<file path="src/rtl/ksa_pkg.sv">
// Shared constants and state encoding for the multi-precision Kogge-Stone sequencer.
package ksa_pkg;

  localparam int SLICE_W = 16;

  typedef enum logic [1:0] {
    IDLE = 2'd0,
    RUN  = 2'd1,
    DONE = 2'd2
  } ksa_mp_state_t;

endpackage

</file>
<file path="src/rtl/ksa_slice_16.sv">
// 16-bit Kogge-Stone slice with a true carry-in/carry-out, built from two chained
// 8-bit prefix adders so the sequencer can ripple a carry between slices.
module Kogge_Stone_Adder_8 (
  input  logic [7:0] a,
  input  logic [7:0] b,
  input  logic       cin,
  output logic [7:0] sum,
  output logic       cout
);

  logic [7:0] p0;
  logic [7:0] g0;
  logic [7:0] g1;
  logic [7:0] p1;
  logic [7:0] g2;
  logic [7:0] p2;
  logic [7:0] g3;
  logic [7:0] carries;

  assign p0 = a ^ b;

  // Folding cin into bit 0's generate makes every prefix group include it.
  always_comb begin
    g0 = a & b;
    g0[0] = (a[0] & b[0]) | (p0[0] & cin);
  end

  always_comb begin
    g1 = g0;
    p1 = p0;
    for (int i = 1; i < 8; i++) begin
      g1[i] = g0[i] | (p0[i] & g0[i-1]);
      p1[i] = p0[i] & p0[i-1];
    end
  end

  always_comb begin
    g2 = g1;
    p2 = p1;
    for (int i = 2; i < 8; i++) begin
      g2[i] = g1[i] | (p1[i] & g1[i-2]);
      p2[i] = p1[i] & p1[i-2];
    end
  end

  always_comb begin
    g3 = g2;
    for (int i = 4; i < 8; i++) begin
      g3[i] = g2[i] | (p2[i] & g2[i-4]);
    end
  end

  assign carries = {g3[6:0], cin};
  assign sum     = p0 ^ carries;
  assign cout    = g3[7];

endmodule

module ksa_slice_16 (
  input  logic [15:0] a,
  input  logic [15:0] b,
  input  logic        cin,
  output logic [15:0] sum,
  output logic        cout
);

  logic c_mid;

  Kogge_Stone_Adder_8 u_lo (
    .a    (a[7:0]),
    .b    (b[7:0]),
    .cin  (cin),
    .sum  (sum[7:0]),
    .cout (c_mid)
  );

  Kogge_Stone_Adder_8 u_hi (
    .a    (a[15:8]),
    .b    (b[15:8]),
    .cin  (c_mid),
    .sum  (sum[15:8]),
    .cout (cout)
  );

endmodule

</file>
<file path="src/rtl/ksa_mp_sequencer.sv">
// Multi-precision add/subtract: one 16-bit slice per clock, LSB first, carry held in a flop.
// Optional zero-result output is enabled with `define KSA_MP_ZERO_FLAG_EN.
module ksa_mp_sequencer
  import ksa_pkg::*;
#(
  parameter int WORDS = 4
) (
  input  logic                       clk,
  input  logic                       rst_n,
  input  logic                       in_valid,
  output logic                       in_ready,
  input  logic                       op_sub,
  input  logic [WORDS*SLICE_W-1:0]   a,
  input  logic [WORDS*SLICE_W-1:0]   b,
  output logic                       out_valid,
  input  logic                       out_ready,
  output logic [WORDS*SLICE_W-1:0]   sum,
  output logic                       carry_out,
  output logic                       overflow
`ifdef KSA_MP_ZERO_FLAG_EN
  ,output logic                      zero
`endif
);

  localparam int W  = WORDS * SLICE_W;
  localparam int CW = (WORDS > 1) ? $clog2(WORDS) : 1;

  // Handshakes: a transfer happens on a rising edge where valid && ready; the
  // producer holds valid (and data) until it sees ready. in_ready is high only in
  // IDLE, out_valid only in DONE; the result stays stable until out_ready.

  ksa_mp_state_t state;
  ksa_mp_state_t state_nxt;

  logic [CW-1:0]      cnt;
  logic               carry_q;
  logic               op_q;
  logic [W-1:0]       a_q;
  logic [W-1:0]       b_q;
  logic [W-1:0]       sum_q;
  logic               carry_out_q;
  logic               ovf_q;

  logic [31:0]        base;
  logic [SLICE_W-1:0] a_s;
  logic [SLICE_W-1:0] b_s;
  logic [SLICE_W-1:0] s_s;
  logic               c_s;
  logic               last;

  assign base = 32'(cnt) * SLICE_W;
  assign a_s  = a_q[base +: SLICE_W];
  assign b_s  = b_q[base +: SLICE_W] ^ {SLICE_W{op_q}};
  assign last = (cnt == CW'(WORDS - 1));

  ksa_slice_16 u_slice (
    .a    (a_s),
    .b    (b_s),
    .cin  (carry_q),
    .sum  (s_s),
    .cout (c_s)
  );

  always_ff @(posedge clk or negedge rst_n) begin
    if (!rst_n) begin
      state <= IDLE;
    end else begin
      state <= state_nxt;
    end
  end

  always_comb begin
    state_nxt = state;
    in_ready  = 1'b0;
    out_valid = 1'b0;
    case (state)
      IDLE: begin
        in_ready = 1'b1;
        if (in_valid) begin
          state_nxt = RUN;
        end
      end
      RUN: begin
        if (last) begin
          state_nxt = DONE;
        end
      end
      DONE: begin
        out_valid = 1'b1;
        if (out_ready) begin
          state_nxt = IDLE;
        end
      end
      default: state_nxt = IDLE;
    endcase
  end

  always_ff @(posedge clk or negedge rst_n) begin
    if (!rst_n) begin
      cnt         <= '0;
      carry_q     <= 1'b0;
      op_q        <= 1'b0;
      a_q         <= '0;
      b_q         <= '0;
      sum_q       <= '0;
      carry_out_q <= 1'b0;
      ovf_q       <= 1'b0;
    end else begin
      case (state)
        IDLE: begin
          if (in_valid) begin
            a_q     <= a;
            b_q     <= b;
            op_q    <= op_sub;
            carry_q <= op_sub;
            cnt     <= '0;
          end
        end
        RUN: begin
          sum_q[base +: SLICE_W] <= s_s;
          carry_q                <= c_s;
          if (last) begin
            carry_out_q <= c_s;
            // a_s/b_s hold the top slice here, so their bit 15 is the operand MSB.
            ovf_q       <= (a_s[SLICE_W-1] == b_s[SLICE_W-1]) &&
                           (s_s[SLICE_W-1] != a_s[SLICE_W-1]);
          end else begin
            cnt <= cnt + CW'(1);
          end
        end
        default: begin
        end
      endcase
    end
  end

`ifdef KSA_MP_ZERO_FLAG_EN
  logic nonzero_q;

  always_ff @(posedge clk or negedge rst_n) begin
    if (!rst_n) begin
      nonzero_q <= 1'b0;
    end else if (state == IDLE && in_valid) begin
      nonzero_q <= 1'b0;
    end else if (state == RUN) begin
      nonzero_q <= nonzero_q | (|s_s);
    end
  end

  assign zero = out_valid & ~nonzero_q;
`endif

  assign sum       = sum_q;
  assign carry_out = carry_out_q;
  assign overflow  = ovf_q;

endmodule
</file>
<file path="config.mk">
export PLATFORM = sky130hd
export DESIGN_NAME = ksa_mp_sequencer
export DESIGN_NICKNAME = d
export VERILOG_FILES = /design/src/rtl/ksa_pkg.sv /design/src/rtl/ksa_slice_16.sv /design/src/rtl/ksa_mp_sequencer.sv
export SDC_FILE = /design/constraint.sdc
export NUM_CORES = 1
export LEC_CHECK = 0
export BUFFER_PORTS_ARGS = -buffer_cell sky130_fd_sc_hd__buf_2
export CORE_MARGIN = 3
export CORE_UTILIZATION = 40
export CTS_CLUSTER_DIAMETER = 120
export DETAILED_ROUTE_END_ITERATION = 16
export GPL_TIMING_DRIVEN = 0
export HOLD_SLACK_MARGIN = 0.02
export PLACE_DENSITY = 0.72
export SLEW_MARGIN = 25
export SYNTH_ARGS = -nofsm -noshare
export SYNTH_HDL_FRONTEND = slang
export SYNTH_SLANG_ARGS = --single-unit
</file>
<file path="constraint.sdc">
create_clock -name clk -period 5.4 [get_ports clk]
set_input_delay 0.27 -clock clk [delete_from_list [all_inputs] [get_ports clk]]
set_output_delay 0.27 -clock clk [all_outputs]
set_load 0.05 [all_outputs]
</file>
# ---- After elaboration in Yosys (flattened, before gate mapping)
# Index checks and enable logic that the tools add are counted.
dict set report totals {
  register_bits 200
}
dict set report op_classes {
  n_addsub 2
  n_eq_ne 9
  shifts 4
  mux 12
  bitwise 101
  n_reduce_logical 8
}
# cell n
set op_table {}
lappend op_table {{variable part select 64 x 7 -> 16 bit} 2}
lappend op_table {{bitwise mux 64 bit} 1}
lappend op_table {{variable shift 16 x 34 -> 64 bit, first input constant} 1}
lappend op_table {{variable part select 16 x 34 -> 64 bit} 1}
lappend op_table {{bitwise AND 1 bit} 58}
lappend op_table {{bitwise OR 1 bit} 36}
lappend op_table {{negator 6 -> 34 bit} 1}
lappend op_table {{bitwise XOR 8 bit} 4}
lappend op_table {{bitwise AND 8 bit} 2}
lappend op_table {{bitwise XOR 16 bit} 1}
lappend op_table {{two-way mux 2 bit} 5}
lappend op_table {{!= test 2 bit, second input constant} 4}
lappend op_table {{one-hot mux 2 bit (3 select lines)} 1}
lappend op_table {{AND reduction 2 bit} 3}
lappend op_table {{AND reduction 3 bit} 2}
lappend op_table {{== test 2 bit, second input constant} 2}
lappend op_table {{one-hot mux 2 bit (2 select lines)} 1}
lappend op_table {{two-way mux 1 bit} 3}
lappend op_table {{adder 2 x 1 -> 2 bit, second input constant} 1}
lappend op_table {{== test 2 x 1 -> 1 bit, second input constant} 1}
lappend op_table {{logical NOT 2 bit} 1}
lappend op_table {{one-hot mux 1 bit (2 select lines)} 1}
lappend op_table {{nonzero test 2 bit} 1}
lappend op_table {{== test 1 bit} 1}
lappend op_table {{other kinds (2)} 2}

# ---- Longest topological paths before layout
dict set report logic_depth {
  ltp_word 20
  ltp_mapped 18
  depth_no_buf 16
}

# ---- Cells and area by module
# A second synthesis with hierarchy kept.
dict set report hier_totals {
  cells_unflattened 676
  area_unflattened_um2 9301.4
}
# module instances cells_each area_per_inst_um2 seq_area_each_um2
set by_module_without_submodules {}
lappend by_module_without_submodules {ksa_mp_sequencer 1 588 8560.7 5004.8}
lappend by_module_without_submodules {Kogge_Stone_Adder_8 2 44 370.4 0.0}

# ---- Least setup slack after synthesis
# No wires, ideal clock.
dict set report synth_timing {
  path_type {flip-flop to flip-flop}
  startpoint {register cnt[0]}
  endpoint {register sum_q[30] (netlist: sum[30])}
  setup_ps 121
  arrival_time_ps 4287
  required_time_ps 5279
  path_slack_ps 992
  stages_incl_launch_ff 17
  path_buffers 3
  synth_period_minus_slack_ps 4408
  cell_sequence {dfrtp_1 buf_4 buf_4 buf_4 mux4_2 ha_1 nor2b_1 o31a_1 nor3_1 o21bai_1 a21o_1 fa_1 fa_1 a21o_1 a221oi_2 xnor2_1 a22o_1}
}
dict set report synth_via {
  elab_chain_len 20
}
# element line_no
set synth_rtl {}
lappend synth_rtl {{start: declaration} ksa_mp_sequencer.sv:35} ;# logic [CW-1:0] cnt;
lappend synth_rtl {{start signal: assignment} ksa_mp_sequencer.sv:128} ;# cnt <= cnt + CW'(1);
lappend synth_rtl {{variable part select 64 x 7 -> 16 bit} ksa_mp_sequencer.sv:53} ;# assign b_s = b_q[base +: SLICE_W] ^ {SLICE_W{op_q}};
lappend synth_rtl {{bitwise XOR 16 bit} ksa_mp_sequencer.sv:53}
lappend synth_rtl {{bitwise XOR 8 bit} ksa_slice_16.sv:20} ;# assign p0 = a ^ b;
lappend synth_rtl {{bitwise AND 1 bit} ksa_slice_16.sv:25} ;# g0[0] = (a[0] & b[0]) | (p0[0] & cin);
lappend synth_rtl {{bitwise OR 1 bit} ksa_slice_16.sv:25}
lappend synth_rtl {{bitwise AND 1 bit} ksa_slice_16.sv:32} ;# g1[i] = g0[i] | (p0[i] & g0[i-1]);
lappend synth_rtl {{bitwise OR 1 bit} ksa_slice_16.sv:32}
lappend synth_rtl {{bitwise AND 1 bit} ksa_slice_16.sv:41} ;# g2[i] = g1[i] | (p1[i] & g1[i-2]);
lappend synth_rtl {{[... 4 more ...]} n/a}
lappend synth_rtl {{bitwise OR 1 bit} ksa_slice_16.sv:25}
lappend synth_rtl {{bitwise AND 1 bit (on tied branches)} {ksa_slice_16.sv:32, ksa_slice_16.sv:41}}
lappend synth_rtl {{bitwise OR 1 bit (on tied branches)} {ksa_slice_16.sv:32, ksa_slice_16.sv:41}}
lappend synth_rtl {{bitwise AND 1 bit (on tied branches)} {ksa_slice_16.sv:41, ksa_slice_16.sv:49}}
lappend synth_rtl {{bitwise OR 1 bit (on tied branches)} {ksa_slice_16.sv:41, ksa_slice_16.sv:49}}
lappend synth_rtl {{bitwise XOR 8 bit} ksa_slice_16.sv:54} ;# assign sum = p0 ^ carries;
lappend synth_rtl {{variable part select 16 x 34 -> 64 bit} ksa_mp_sequencer.sv:120} ;# sum_q[base +: SLICE_W] <= s_s;
lappend synth_rtl {{bitwise mux 64 bit (*)} ksa_mp_sequencer.sv:120}
lappend synth_rtl {{end signal: indexed assignment} ksa_mp_sequencer.sv:120}
lappend synth_rtl {{end: declaration} ksa_mp_sequencer.sv:40} ;# logic [W-1:0] sum_q;
# Every way passes the cells marked *; elsewhere a longest branch is shown, timed or not.
# A chain may end at the register's enable or synchronous reset.

# ---- Final worst setup path
# Same ends and word-level chain as after synthesis.

==> results.yml <==
critical_path:
  critPathMaxFanout: 10
  cp.arrival_ns: 5.41
  critPathSlowestCell: "mux4_2"
  criticalPathCategory: "reg -> reg"
  critPathMaxStageDelay_ns: 0.56
  cp_common_cell: "buf_4"
  critPathLaunchType: "flop"
  crit_chain: "buf_4, buf_4, buf_4, mux4_2, ha_1, nor2b_1, o31a_1, nor3_1, o21bai_1, a21o_1, fa_1, fa_1, a21o_1, a221oi_2, xnor2_1, a22o_1"
  cpLargestDelayFamily: "compound AO/OA/AOI/OAI gates"
  cp.required_ns: 5.77
  crit_path_end_kind: "flop"
  path_buf_inv: 3
yosys:
  synth_top_area_share_pct: 55.5
  synth_fa_ha_area_share_pct: 3.66
  synth-seq-cells: 200
  yosysUniqueCellTypes: 46
  synthXorXnorAreaFrac_pct: 2.52
  syn_area_um2: 9020
  synth_top_family_by_area: "multiplexers"
  syn_area_per_cell_um2: 14.5
  synth_area_leader_cell: "dfrtp_1"
  synth-compound-area-share_pct: 8.29
  synth_simple_gate_area_share_pct: 3.34
  syn_nets: 778
  synth_area_leaders: "dfrtp_1 55%, mux2_2 16%, mux4_2 8.0%"
  muxShareOfSynthArea_pct: 24.1
  yosysWarnings: 0
  syn_inst: 621
  yosysSeqAreaShare_pct: 55.5
global_route:
  grt_max_degree: 93
  grt_usage_pct: 19.5
  grt_pass1_vias: 6241
  grt_remaining_overflow: 0
  antenna_found_initial: 2
  grt_pass1_wl_um: 35900
final_layout:
  drive_above_1_share_pct: 50.6
  synthToLayoutAreaGrowth_pct: 22.3
  antenna_cells: 0
  final_net_count: 1001
detailed_routing:
  totalWireLength_um: 23200
  ant_nets: 0
  viasPerCell: 5.28
  drt-wirelength-per-cell_um: 20.4
  drc: 0
  first_pass_iters: 4
  route.vias.total: 6001
  drt_iter0_markers: 266
sta:
  fin_skew_ns: 0.0139
  rsz0062_at_grt: "no"
  worstMarginPinSlew_ns: 0.622
  tns_ns: 0
  whs_ns: 0.0603
  finalHoldViolations: 0
  max_freq_mhz: 198
  setup_viol: 0
  period_share_pct: 93.3
  period_needed_ns: 5.04
  drv_slew: 0
  max-slew-margin-rel_pct: 58.3
cts:
  cts_buffers: 17
  clockBufferDepth: 2
  post_cts_buffers: 0
  path_clk_slew_ns: 0.07
  clock_sinks: 200
  clk_latency_ns: 0.44
  cts_max_level: 4
  clockRootBuffer: "clkbuf_16"
  cts_tree: "done"
run_status:
  status: "finished, final reports clean"
die:
  core_area_um2: 22000
  die_w_um: 156
  die-area_um2: 24400
  rows: 54
  dieHeight_um: 156
  io_pins: 201
  initial_core_util_pct: 41.0
run:
  max_cap_violations: 0
place:
  dpl.hpwl_um: 17600
  port_buffers: 200
  place_congestion: 0.789
min_path:
  hold_path.class: "in -> reg"
[state kept, by name (all words and copies together), names as in the netlist]
name	count
state	2
a_q	64
b_q	64
overflow	1
sum	64
carry_out	1
carry_q	1
op_q	1
cnt	2
[synth_stat cells (all sizes together)]
cell type  instances
xor2              18
o21bai             2
nand2             33
a31oi              1
o21ai             26
and3               1
o311a              1
o31a               1
nand3              3
nor2b              2
nor3               4
dfrtp            200
o211ai             1
o22ai              1
a21oi             11
nand4              3
nand2b             3
a22o              44
nor2              10
mux4              32
clkbuf             4
and3b              1
a211o              1
ha                20
a221oi             1
xnor2              8
buf               30
inv               11
mux2             129
o32a               1
fa                 4
a211oi             2
and2               1
a21o               5
or2b               1
o21a               1
o31ai              1
or3                3
[final timing paths]
check                          start         to  slack, ns  cells after the start
max                           cnt[0]    sum[30]       0.36                     16
min                            b[36]    b_q[36]       0.06                      2
max reg2reg                   cnt[0]    sum[30]       0.36                     16
min reg2reg                carry_out  carry_out       0.48                      2
max in group asynchronous      rst_n    b_q[27]       4.31                      3
min in group asynchronous      rst_n     sum[1]       0.32                      2
[placed cells by master, fill, tap and decap left out, drive strengths merged, types with 4 or more instances in the layout]
master,n
buf,232
dfrtp,200
mux2,129
a22o,44
nand2,33
mux4,32
o21ai,26
clkbuf,24
ha,20
xor2,18
inv,15
a21oi,11
nor2,10
xnor2,8
a21o,5
nor3,4
fa,4
clkinvlp,4
[routing by layer]
metal	vias up	part of all wire (%)	track usage [%]
li1	2726	-	-
met1	3047	44	26.0
met2	199	49	32.5
met3	25	5.7	4.85
met4	4	1.3	4.84
met5	-	0.091	0
[layout make-up]
type                       count  area [µm²]
timing repair buffer         204        1090
sequential                   200        5000
fill                        1919       11000
tap                          280         350
inverter                      11        41.3
buffer                        34         198
multi-input combinational    376        3780
clock inverter                11         116
clock buffer                  20         457
[kinds of logic (layout without fill, tap and decap cells)]
group / Yosys count / after routing
buffers and inverters: 45 / 280
adders and majority gates: 24 / 24
muxes: 161 / 161
DFF: 200 / 200
and+or+nand+nor: 65 / 65
xor gates and xnor gates: 26 / 26
AOI/OAI and AO/OA: 100 / 100
[worst register-to-register path: cells and delay by family, from the launching register on]
family,cells,cell delay (ns)
AO/OA/AOI/OAI,6,1.30
XOR/XNOR,1,0.29
adder cells (fa/ha/maj),3,1.21
buffers and inverters,3,0.83
flip-flops,1,0.41
multiplexers,1,0.57
AND/OR/NAND/NOR,2,0.37
[through the flow]
step	instance area, µm²	util [%]	std cells	setup slack [ns]
2_1_floorplan	9020	-	621	0.992
3_3_place_gp	10400	47.1	1101	0.314
3_5_place_dp	10400	47.4	1103	0.282
4_1_cts	11000	50.1	1136	0.252
5_1_grt	11000	50.1	1136	0.0345
6_report	11000	50.1	1136	0.362
[what timing repair did]
item / in CTS / in global routing
endpoints found under the hold margin: 41 / 0
setup endpoints to repair: 0 / 2
resized for setup: 0 / 2
hold buffers: 2 / 0
Power is left out: the tool's default activity adds up to more than one toggle a clock period on the data nets, which glitch-free logic cannot reach.
